--- src/rtl/proc_core_param.sv ---
// Purpose : parametrised accumulator core with fetch/exec/mem sequencer, one per array core.
// Latency : 2 cycles per non-memory instruction, 3 for LOAD/STORE (IM/DM read combinationally).
// Backpr. : status 1x/00 while running freezes all state; a blocked store is replayed on release.
//
// Ports:
//   clk, rst     rising-edge clock, asynchronous active-high reset
//   status[1:0]  scheduler handshake: 00 idle/release, 01 run, 1x stall
//   IM_out       instruction word at PC_out      DM_out  data word at AR_out
//   PC_out       program counter                 AR_out  data address register
//   bus          DM write data (DR), always driven
//   DM_write_en  single-cycle DM write strobe    end_process  high while in DONE
// Parameters: DATA_W (>= 12), ADDR_W (<= 12), NUM_GPR (2..8).
// Optional  : define PROC_CORE_HW_MUL_EN to give opcode 8 a hardware multiply; otherwise it is a NOP.
module proc_core_param #(
  parameter int DATA_W  = 16,
  parameter int ADDR_W  = 12,
  parameter int NUM_GPR = 4
) (
  input  logic              clk,
  input  logic              rst,
  input  logic [1:0]        status,
  input  logic [15:0]       IM_out,
  input  logic [DATA_W-1:0] DM_out,
  output logic [ADDR_W-1:0] PC_out,
  output logic [ADDR_W-1:0] AR_out,
  output logic [DATA_W-1:0] bus,
  output logic              DM_write_en,
  output logic              end_process
);

  typedef enum logic [2:0] {
    S_IDLE  = 3'd0,
    S_FETCH = 3'd1,
    S_EXEC  = 3'd2,
    S_MEM   = 3'd3,
    S_DONE  = 3'd4
  } state_t;

  localparam logic [3:0] OP_LDI   = 4'h1;
  localparam logic [3:0] OP_LOAD  = 4'h2;
  localparam logic [3:0] OP_STORE = 4'h3;
  localparam logic [3:0] OP_MOV   = 4'h4;
  localparam logic [3:0] OP_MVA   = 4'h5;
  localparam logic [3:0] OP_ADD   = 4'h6;
  localparam logic [3:0] OP_SUB   = 4'h7;
`ifdef PROC_CORE_HW_MUL_EN
  localparam logic [3:0] OP_MUL   = 4'h8;
`endif
  localparam logic [3:0] OP_INC   = 4'h9;
  localparam logic [3:0] OP_JMP   = 4'hA;
  localparam logic [3:0] OP_JPNZ  = 4'hB;
  localparam logic [3:0] OP_END   = 4'hC;

  state_t              state_q, state_d;
  logic [ADDR_W-1:0]   pc_q, pc_d;
  logic [ADDR_W-1:0]   ar_q, ar_d;
  logic [DATA_W-1:0]   dr_q, dr_d;
  logic [15:0]         ir_q, ir_d;
  logic [DATA_W-1:0]   ac_q, ac_d;
  logic [DATA_W-1:0]   gpr_q [NUM_GPR];
  logic [DATA_W-1:0]   gpr_d [NUM_GPR];

  logic                run;
  logic                z;
  logic [3:0]          op;
  logic [2:0]          rsel;
  logic [7:0]          imm8;
  logic [ADDR_W-1:0]   addr;
  logic [DATA_W-1:0]   gpr_rd;
  logic                dm_we;
  logic                end_proc;

  // Only 01 advances a running program; 00 and 1x both hold it in place.
  assign run  = (status == 2'b01);
  assign z    = (ac_q == '0);

  assign op   = ir_q[15:12];
  assign rsel = ir_q[11:9];
  assign imm8 = ir_q[7:0];
  assign addr = ir_q[ADDR_W-1:0];

  // Register indices beyond NUM_GPR have no storage and read back as zero.
  always_comb begin
    gpr_rd = '0;
    for (int i = 0; i < NUM_GPR; i++) begin
      if (rsel == 3'(i)) gpr_rd = gpr_q[i];
    end
  end

  always_comb begin
    state_d  = state_q;
    pc_d     = pc_q;
    ar_d     = ar_q;
    dr_d     = dr_q;
    ir_d     = ir_q;
    ac_d     = ac_q;
    gpr_d    = gpr_q;
    dm_we    = 1'b0;
    end_proc = 1'b0;

    unique case (state_q)
      S_IDLE: begin
        if (run) state_d = S_FETCH;
      end

      S_FETCH: begin
        if (run) begin
          ir_d    = IM_out;
          pc_d    = pc_q + 1'b1;
          state_d = S_EXEC;
        end
      end

      S_EXEC: begin
        if (run) begin
          state_d = S_FETCH;
          case (op)
            OP_LDI:   ac_d = DATA_W'(imm8);
            OP_LOAD: begin
              ar_d    = addr;
              state_d = S_MEM;
            end
            OP_STORE: begin
              ar_d    = addr;
              dr_d    = ac_q;
              state_d = S_MEM;
            end
            OP_MOV: begin
              for (int i = 0; i < NUM_GPR; i++) begin
                if (rsel == 3'(i)) gpr_d[i] = ac_q;
              end
            end
            OP_MVA:   ac_d = gpr_rd;
            OP_ADD:   ac_d = ac_q + gpr_rd;
            OP_SUB:   ac_d = ac_q - gpr_rd;
`ifdef PROC_CORE_HW_MUL_EN
            // DATA_W-wide context keeps only the low half of the product.
            OP_MUL:   ac_d = ac_q * gpr_rd;
`endif
            OP_INC:   ac_d = ac_q + DATA_W'(1);
            OP_JMP:   pc_d = addr;
            // z reflects AC before this instruction, i.e. the flag seen entering EXEC.
            OP_JPNZ:  if (!z) pc_d = addr;
            OP_END:   state_d = S_DONE;
            default:  ;
          endcase
        end
      end

      S_MEM: begin
        // IR still holds the memory instruction, so it selects load vs store here.
        if (op == OP_STORE) begin
          dm_we = run;
        end else if (run) begin
          ac_d = DM_out;
        end
        if (run) state_d = S_FETCH;
      end

      S_DONE: begin
        end_proc = 1'b1;
        if (status == 2'b00) begin
          state_d = S_IDLE;
          pc_d    = '0;
        end
      end

      default: state_d = S_IDLE;
    endcase
  end

  always_ff @(posedge clk or posedge rst) begin
    if (rst) begin
      state_q <= S_IDLE;
      pc_q    <= '0;
      ar_q    <= '0;
      dr_q    <= '0;
      ir_q    <= '0;
      ac_q    <= '0;
      for (int i = 0; i < NUM_GPR; i++) gpr_q[i] <= '0;
    end else begin
      state_q <= state_d;
      pc_q    <= pc_d;
      ar_q    <= ar_d;
      dr_q    <= dr_d;
      ir_q    <= ir_d;
      ac_q    <= ac_d;
      for (int i = 0; i < NUM_GPR; i++) gpr_q[i] <= gpr_d[i];
    end
  end

  assign PC_out      = pc_q;
  assign AR_out      = ar_q;
  assign bus         = dr_q;
  assign DM_write_en = dm_we;
  assign end_process = end_proc;

endmodule

--- config.mk ---
export PLATFORM = sky130hd
export DESIGN_NAME = proc_core_param
export DESIGN_NICKNAME = d
export VERILOG_FILES = /design/src/rtl/proc_core_param.sv
export SDC_FILE = /design/constraint.sdc
export NUM_CORES = 1
export LEC_CHECK = 0
export ABC_AREA = 0
export BUFFER_PORTS_ARGS = -buffer_cell sky130_fd_sc_hd__buf_2
export CORE_ASPECT_RATIO = 0.6
export CORE_MARGIN = 1
export CORE_UTILIZATION = 30
export CTS_BUF_LIST = sky130_fd_sc_hd__clkbuf_8
export CTS_CLUSTER_DIAMETER = 60
export CTS_CLUSTER_SIZE = 30
export DETAILED_ROUTE_END_ITERATION = 8
export PLACE_DENSITY = 0.45
export RECOVER_POWER = 25
export SYNTH_ARGS = -nofsm -noshare
export SYNTH_HDL_FRONTEND = slang
export SYNTH_SLANG_ARGS = --single-unit
--- constraint.sdc ---
create_clock -name clk -period 4.45 [get_ports clk]
set_clock_uncertainty 0.05 [all_clocks]
set_input_delay 0.6675 -clock clk [delete_from_list [all_inputs] [get_ports clk]]
set_output_delay 0.6675 -clock clk [all_outputs]
set_load 0.01 [all_outputs]
-- After elaboration in Yosys (flattened, before gate mapping)
Index checks and enable logic that the tools add are counted.
- register bits: 139
- output and inout bits: 42
- word-level logic and storage cells: 84
- add/subtract/negate cells: 4
- eq/ne operators: 28
- muxes and demuxes: 24
- reduce and logical (&&, ||, !) cells: 18
- operators with widths (operator ; number):
    2-to-1 mux 16 bit ; 7
    one-hot mux 16 bit (5 select lines) ; 1
    2-to-1 mux 12 bit ; 4
    one-hot mux 12 bit (3 select lines) ; 1
    one-hot mux 16 bit (2 select lines) ; 1
    one-hot mux 12 bit (2 select lines) ; 1
    AND reduction 4 bit ; 5
    adder 16 x 1 -> 16 bit (second input constant) ; 1
    adder 16 bit ; 1
    == test 4 x 3 -> 1 bit (second input constant) ; 4
    == test 4 bit (second input constant) ; 4
    zero test 16 bit ; 1
    subtractor 16 bit ; 1
    adder 12 x 1 -> 12 bit (second input constant) ; 1
    == test 3 x 2 -> 1 bit (second input constant) ; 4
    2-to-1 mux 3 bit ; 4
    one-hot mux 3 bit (4 select lines) ; 1
    inequality test 2 bit (second input constant) ; 5
    == test 4 x 2 -> 1 bit (second input constant) ; 2
    == test 3 x 1 -> 1 bit (second input constant) ; 2
    zero test 3 bit ; 2
    inequality test 6 x 1 -> 1 bit (second input constant) ; 1
    one-hot mux 3 bit (2 select lines) ; 1
    AND reduction 3 bit ; 2
    other kinds (14) ; 17

-- Longest topological paths before layout
- depth after elaboration: 9
- mapped depth: 21
- depth with buffers taken out: 18

-- Least setup slack after synthesis
Ideal clock, no wire load.
- path kind: register to register
- from: register ir_q[9]
- to: register ac_q[9]
- library setup time: 0.135 ns
- data arrival time: 3.542 ns
- slack: 0.723 ns
- cell stages (with the launch flop): 19
- buffers on the path: 2
- cells stage by stage: dfrtp_1 buf_6 buf_12 mux4_2 nand2_1 ha_1 and3_1 o21ai_0 a31oi_1 nor2_1 ha_1 a2111oi_0 o211ai_1 a31o_2 a21oi_1 xor2_1 o221ai_1 o21ai_0 o21ai_0
- longest elaborated chain between the ends: 9
- ends and longest elaborated chain (item ; line ; text):
    from (decl) ; 58 ; logic [15:0] ir_q, ir_d;
    from (signal assigned) ; 186 ; ir_q <= ir_d;
    zero test 3 bit ; 86 ; if (rsel == 3'(i)) gpr_rd = gpr_q[i];
    2-to-1 mux 16 bit (3 in series) ; 86 ;
    2-to-1 mux 16 bit (*) ; 86 ;
    subtractor 16 bit or adder 16 bit (tied branches) ; 135, 134 ;
    one-hot mux 16 bit (5 select lines) (*) ; 117 ; case (op)
    2-to-1 mux 16 bit (*) ; 115 ; if (run) begin
    one-hot mux 16 bit (2 select lines) (*) ; 101 ; unique case (state_q)
    to (signal assigned) ; 179 ; ac_q <= '0;
    to (signal assigned) ; 187 ; ac_q <= ac_d;
    to (decl) ; 59 ; logic [DATA_W-1:0] ac_q, ac_d;
Every way passes the cells marked *; elsewhere a longest branch is shown, timed or not. The select of a mux whose other input is x is not followed.
A chain may end at the register's enable or synchronous reset.

-- Final worst setup path
- from: register ir_q[9]
- to: register ac_q[13]
Same word-level chain as after synthesis.

==> summary.md <==
| Metric | Value |
|---|---|
| Routed vias | `5919` |
| Core area | `24600 um2` |
| Final core occ | `0.357` |
| Mux share of post-synthesis cell area | `0.208` |
| Worst ir drop on vdd | `213 uV` |
| Worst min path class | `in -> async` |
| Fin Setup TNS | `0 ns` |
| Power Density | `a little over 500 nW/um2` |
| Worst R2R End | `ac_q[13]` |
| RR Startpoint | `ir_q[9]` |
| Compound-Gate Fraction of Synth Area | `0.124` |
| Fin worst setup slack | `around 0.29 ns` |
| Async S/R FF share, synth | `1.00` |
| Synth Area in Adders | `0.0353` |
| Inserted Clock Buffers | `17` |
| Placed Instances | `about 1100` |
| Mapped Nets | `758` |
| Fin area | `8780 um2` |
| R2R Setup Slk | `0.29 ns` |
| Avg WL per Cell | `19.8 um` |
| CTS clk-pin slew, worst paths | `0.09 ns` |
| Avg Synthesized Cell Area | `10.9 um2` |
| IO Port Bufs | `77` |
| # H-tree levels | `4` |
| Detailed placement HPWL | `16200 um` |
| Initial antenna violation count | `0` |
| Die area | `about 26000 um2` |
| Placed Area | `8350 um2` |
| Routed wire length | `22000 um` |
| Area leader, netlist | `dfrtp_1` |
| Vias in the first global route | `5899` |
| Layout Nets | `833` |
| Number of distinct library cells after synthesis | `63` |
| # fillers | `2393` |
| Worst EP required | `4.75 ns` |
| CTS tree | `yes` |
| Crit path time final | `4.16 ns` |
| Worst-path fanout max | `6` |
| Max Fclk | `240 MHz` |
| Pin count of the biggest net entering global routing | `~90` |
| Pre-CTS setup slack | `0.0809 ns` |
| Status | `complete, no violations` |
| Slew margin rel. | `0.333` |
| Worst Setup End Kind | `flop` |
| Synth warn | `0` |
| Cell with the most instances after synthesis | `dfrtp_1` |
| Setup Viol. Count Final | `0` |
| CTS max path bufs | `2` |
| Post-Syn Area | `7650 um2` |
| Area Overhead vs Synth | `14.7%` |
| Cells after Synth | `701` |
| Reg2Reg Depth | `16` |
| Worst-Skew Late Latency | `0.47 ns` |
| Yosys top cell area share | `0.454` |
| Hold_ws | `0.314 ns` |
| Drt pass-1 iters | `5` |
| Top post-synthesis cells by area | `dfrtp_1 (45%), mux2_2 (15%), o21ai_0 (4.2%)` |
| Initial core utilization | `0.311` |
| Final period util | `0.936` |
| Final Hold Fails | `0` |
| Die H | `126 um` |
| 1st-iter DRT viols | `438` |
| Synth Area in Simple Gates | `0.118` |
| Worst-Margin Slew | `between 0.9 and 1 ns` |
| Final Max Tran Viols | `0` |
| Vias/cell | `5.34` |
| Diode count | `0` |
| Overall routing resource usage | `0.175` |
| Grt ovf | `0` |
| Total Power | `4.54 mW` |
| Multi-input gate area | `3920 um2` |
| RePlAce Congestion | `0.914` |
| Yosys reg bits | `139` |
| Post-synth EDFFs | `0` |
| Max cap viols | `0` |
| Post-synthesis sequential area ratio | `0.454` |
| Clk root buf | `clkbuf_8` |
| Fraction of layout cells with a size suffix above 1 | `0.319` |
| Crit path DAT | `4.47 ns` |
| Storage cell area | `between 3000 and 4000 um2` |
| Top Ports | `78` |
| Worst setup SP type | `flop` |
| List of most frequent post-synthesis cells | `dfrtp_1 (139), mux2_2 (105), o21ai_0 (65)` |
| First-pass GRT wire length | `34500 um` |
| Antenna viol nets, final | `0` |
| Die width | `roughly 210 um` |
| Largest family of logic cells by synthesized area | `multiplexers` |
| P_leak | `4.15 nW` |
| Non-filler cells, final | `1109` |
| CTS sink count | `between 100 and 150` |
| DRC | `0` |
| Critical path class | `reg -> reg` |
| Xor and xnor area share after synthesis | `0.0263` |
| Rows | `44` |
| Most used DFF post-synth | `dfrtp_1` |
==> final cells by class <==
class,instances,share of cell area
multi-input combinational,513,0.447
tap,322,0.0459
clock inverter,9,0.0138
sequential,139,0.396
inverter,10,0.00485
timing repair buffer,95,0.0591
clock buffer,21,0.0329
==> sequential cells by signal (all words and copies together), names as in the netlist <==
register	flops
ir_q	16
gpr_q	64
ac_q	16
bus	16
state_q	3
AR_out	12
PC_out	12
==> cells by family (layout without fill, tap and decap cells) <==
family / after synthesis / count (layout)
adder cells (fa/ha/maj): 21 / 21
AO/OA/AOI/OAI: 157 / 157
AND/OR/NAND/NOR: 188 / 188
flip-flops: 139 / 139
multiplexers: 124 / 124
buffers and inverters: 49 / 135
XOR/XNOR: 23 / 23
==> cells in the final DEF, fill, tap and decap left out, drive strengths merged, types with 4 or more instances in the layout <==
cell	netlist	layout
dfrtp	139	139
mux2	105	105
buf	15	94
o21ai	72	72
nor2	62	62
nand2	55	55
a21oi	32	32
clkbuf	24	22
ha	20	20
mux4	16	16
xor2	14	14
and3	13	13
inv	10	12
nor3	12	12
a22oi	9	9
xnor2	9	9
a31oi	8	8
o211ai	8	8
nand2b	8	8
nor2b	7	7
nand3	6	6
a21o	5	5
or3	5	5
nor4	5	5
and2	4	4
clkinv	0	4
==> what timing repair did <==
| action | 4_1_cts | 5_1_grt |
|---|---|---|
| gates resized for setup | 0 | 5 |
| hold buffers | 0 | 0 |
| setup buffers | 0 | 2 |
| endpoints found under the setup margin | 0 | 5 |
==> per-layer routing <==
metal | vias up | global-route usage | routed length, um
met5 | - | 0 | 0
met4 | 0 | 0.0505 | 252
met3 | 19 | 0.0382 | 1120
met2 | 156 | 0.247 | 9260
met1 | 3036 | 0.266 | 11400
li1 | 2708 | - | -
==> where the power goes <==
part	internal [mW]	total, mW	switching (mW)
Clock	0.602	1.10	0.502
Combinational	0.639	1.52	0.884
Sequential	1.51	1.92	0.407
==> worst max-delay path by stage <==
stage               slack, ns    start         to  depth (start not counted)
global placement         0.31  ir_q[9]   ac_q[13]                         16
finish                   0.29  ir_q[9]   ac_q[13]                         16
CTS                      0.06  ir_q[9]   ac_q[13]                         16
global route            -0.02  ir_q[9]   ac_q[13]                         16
floorplan               0.008      rst  AR_out[0]                          1
detailed placement       0.08  ir_q[9]   ac_q[13]                         16
==> worst max-delay path, cell delays in order (launching register included) <==
cell and delay [ns]:
dfrtp_2 0.44, mux4_2 0.57, nand2_1 0.18, ha_1 0.18
and3_1 0.24, o21ai_0 0.11, a31oi_1 0.18, nor2_1 0.06
ha_1 0.37, a2111oi_2 0.35, o211ai_1 0.23, nand2_1 0.15
o21ai_0 0.17, o21ai_1 0.28, a21oi_1 0.12, xnor2_1 0.13
o41ai_1 0.23
Power figures use the tool's default switching activity.
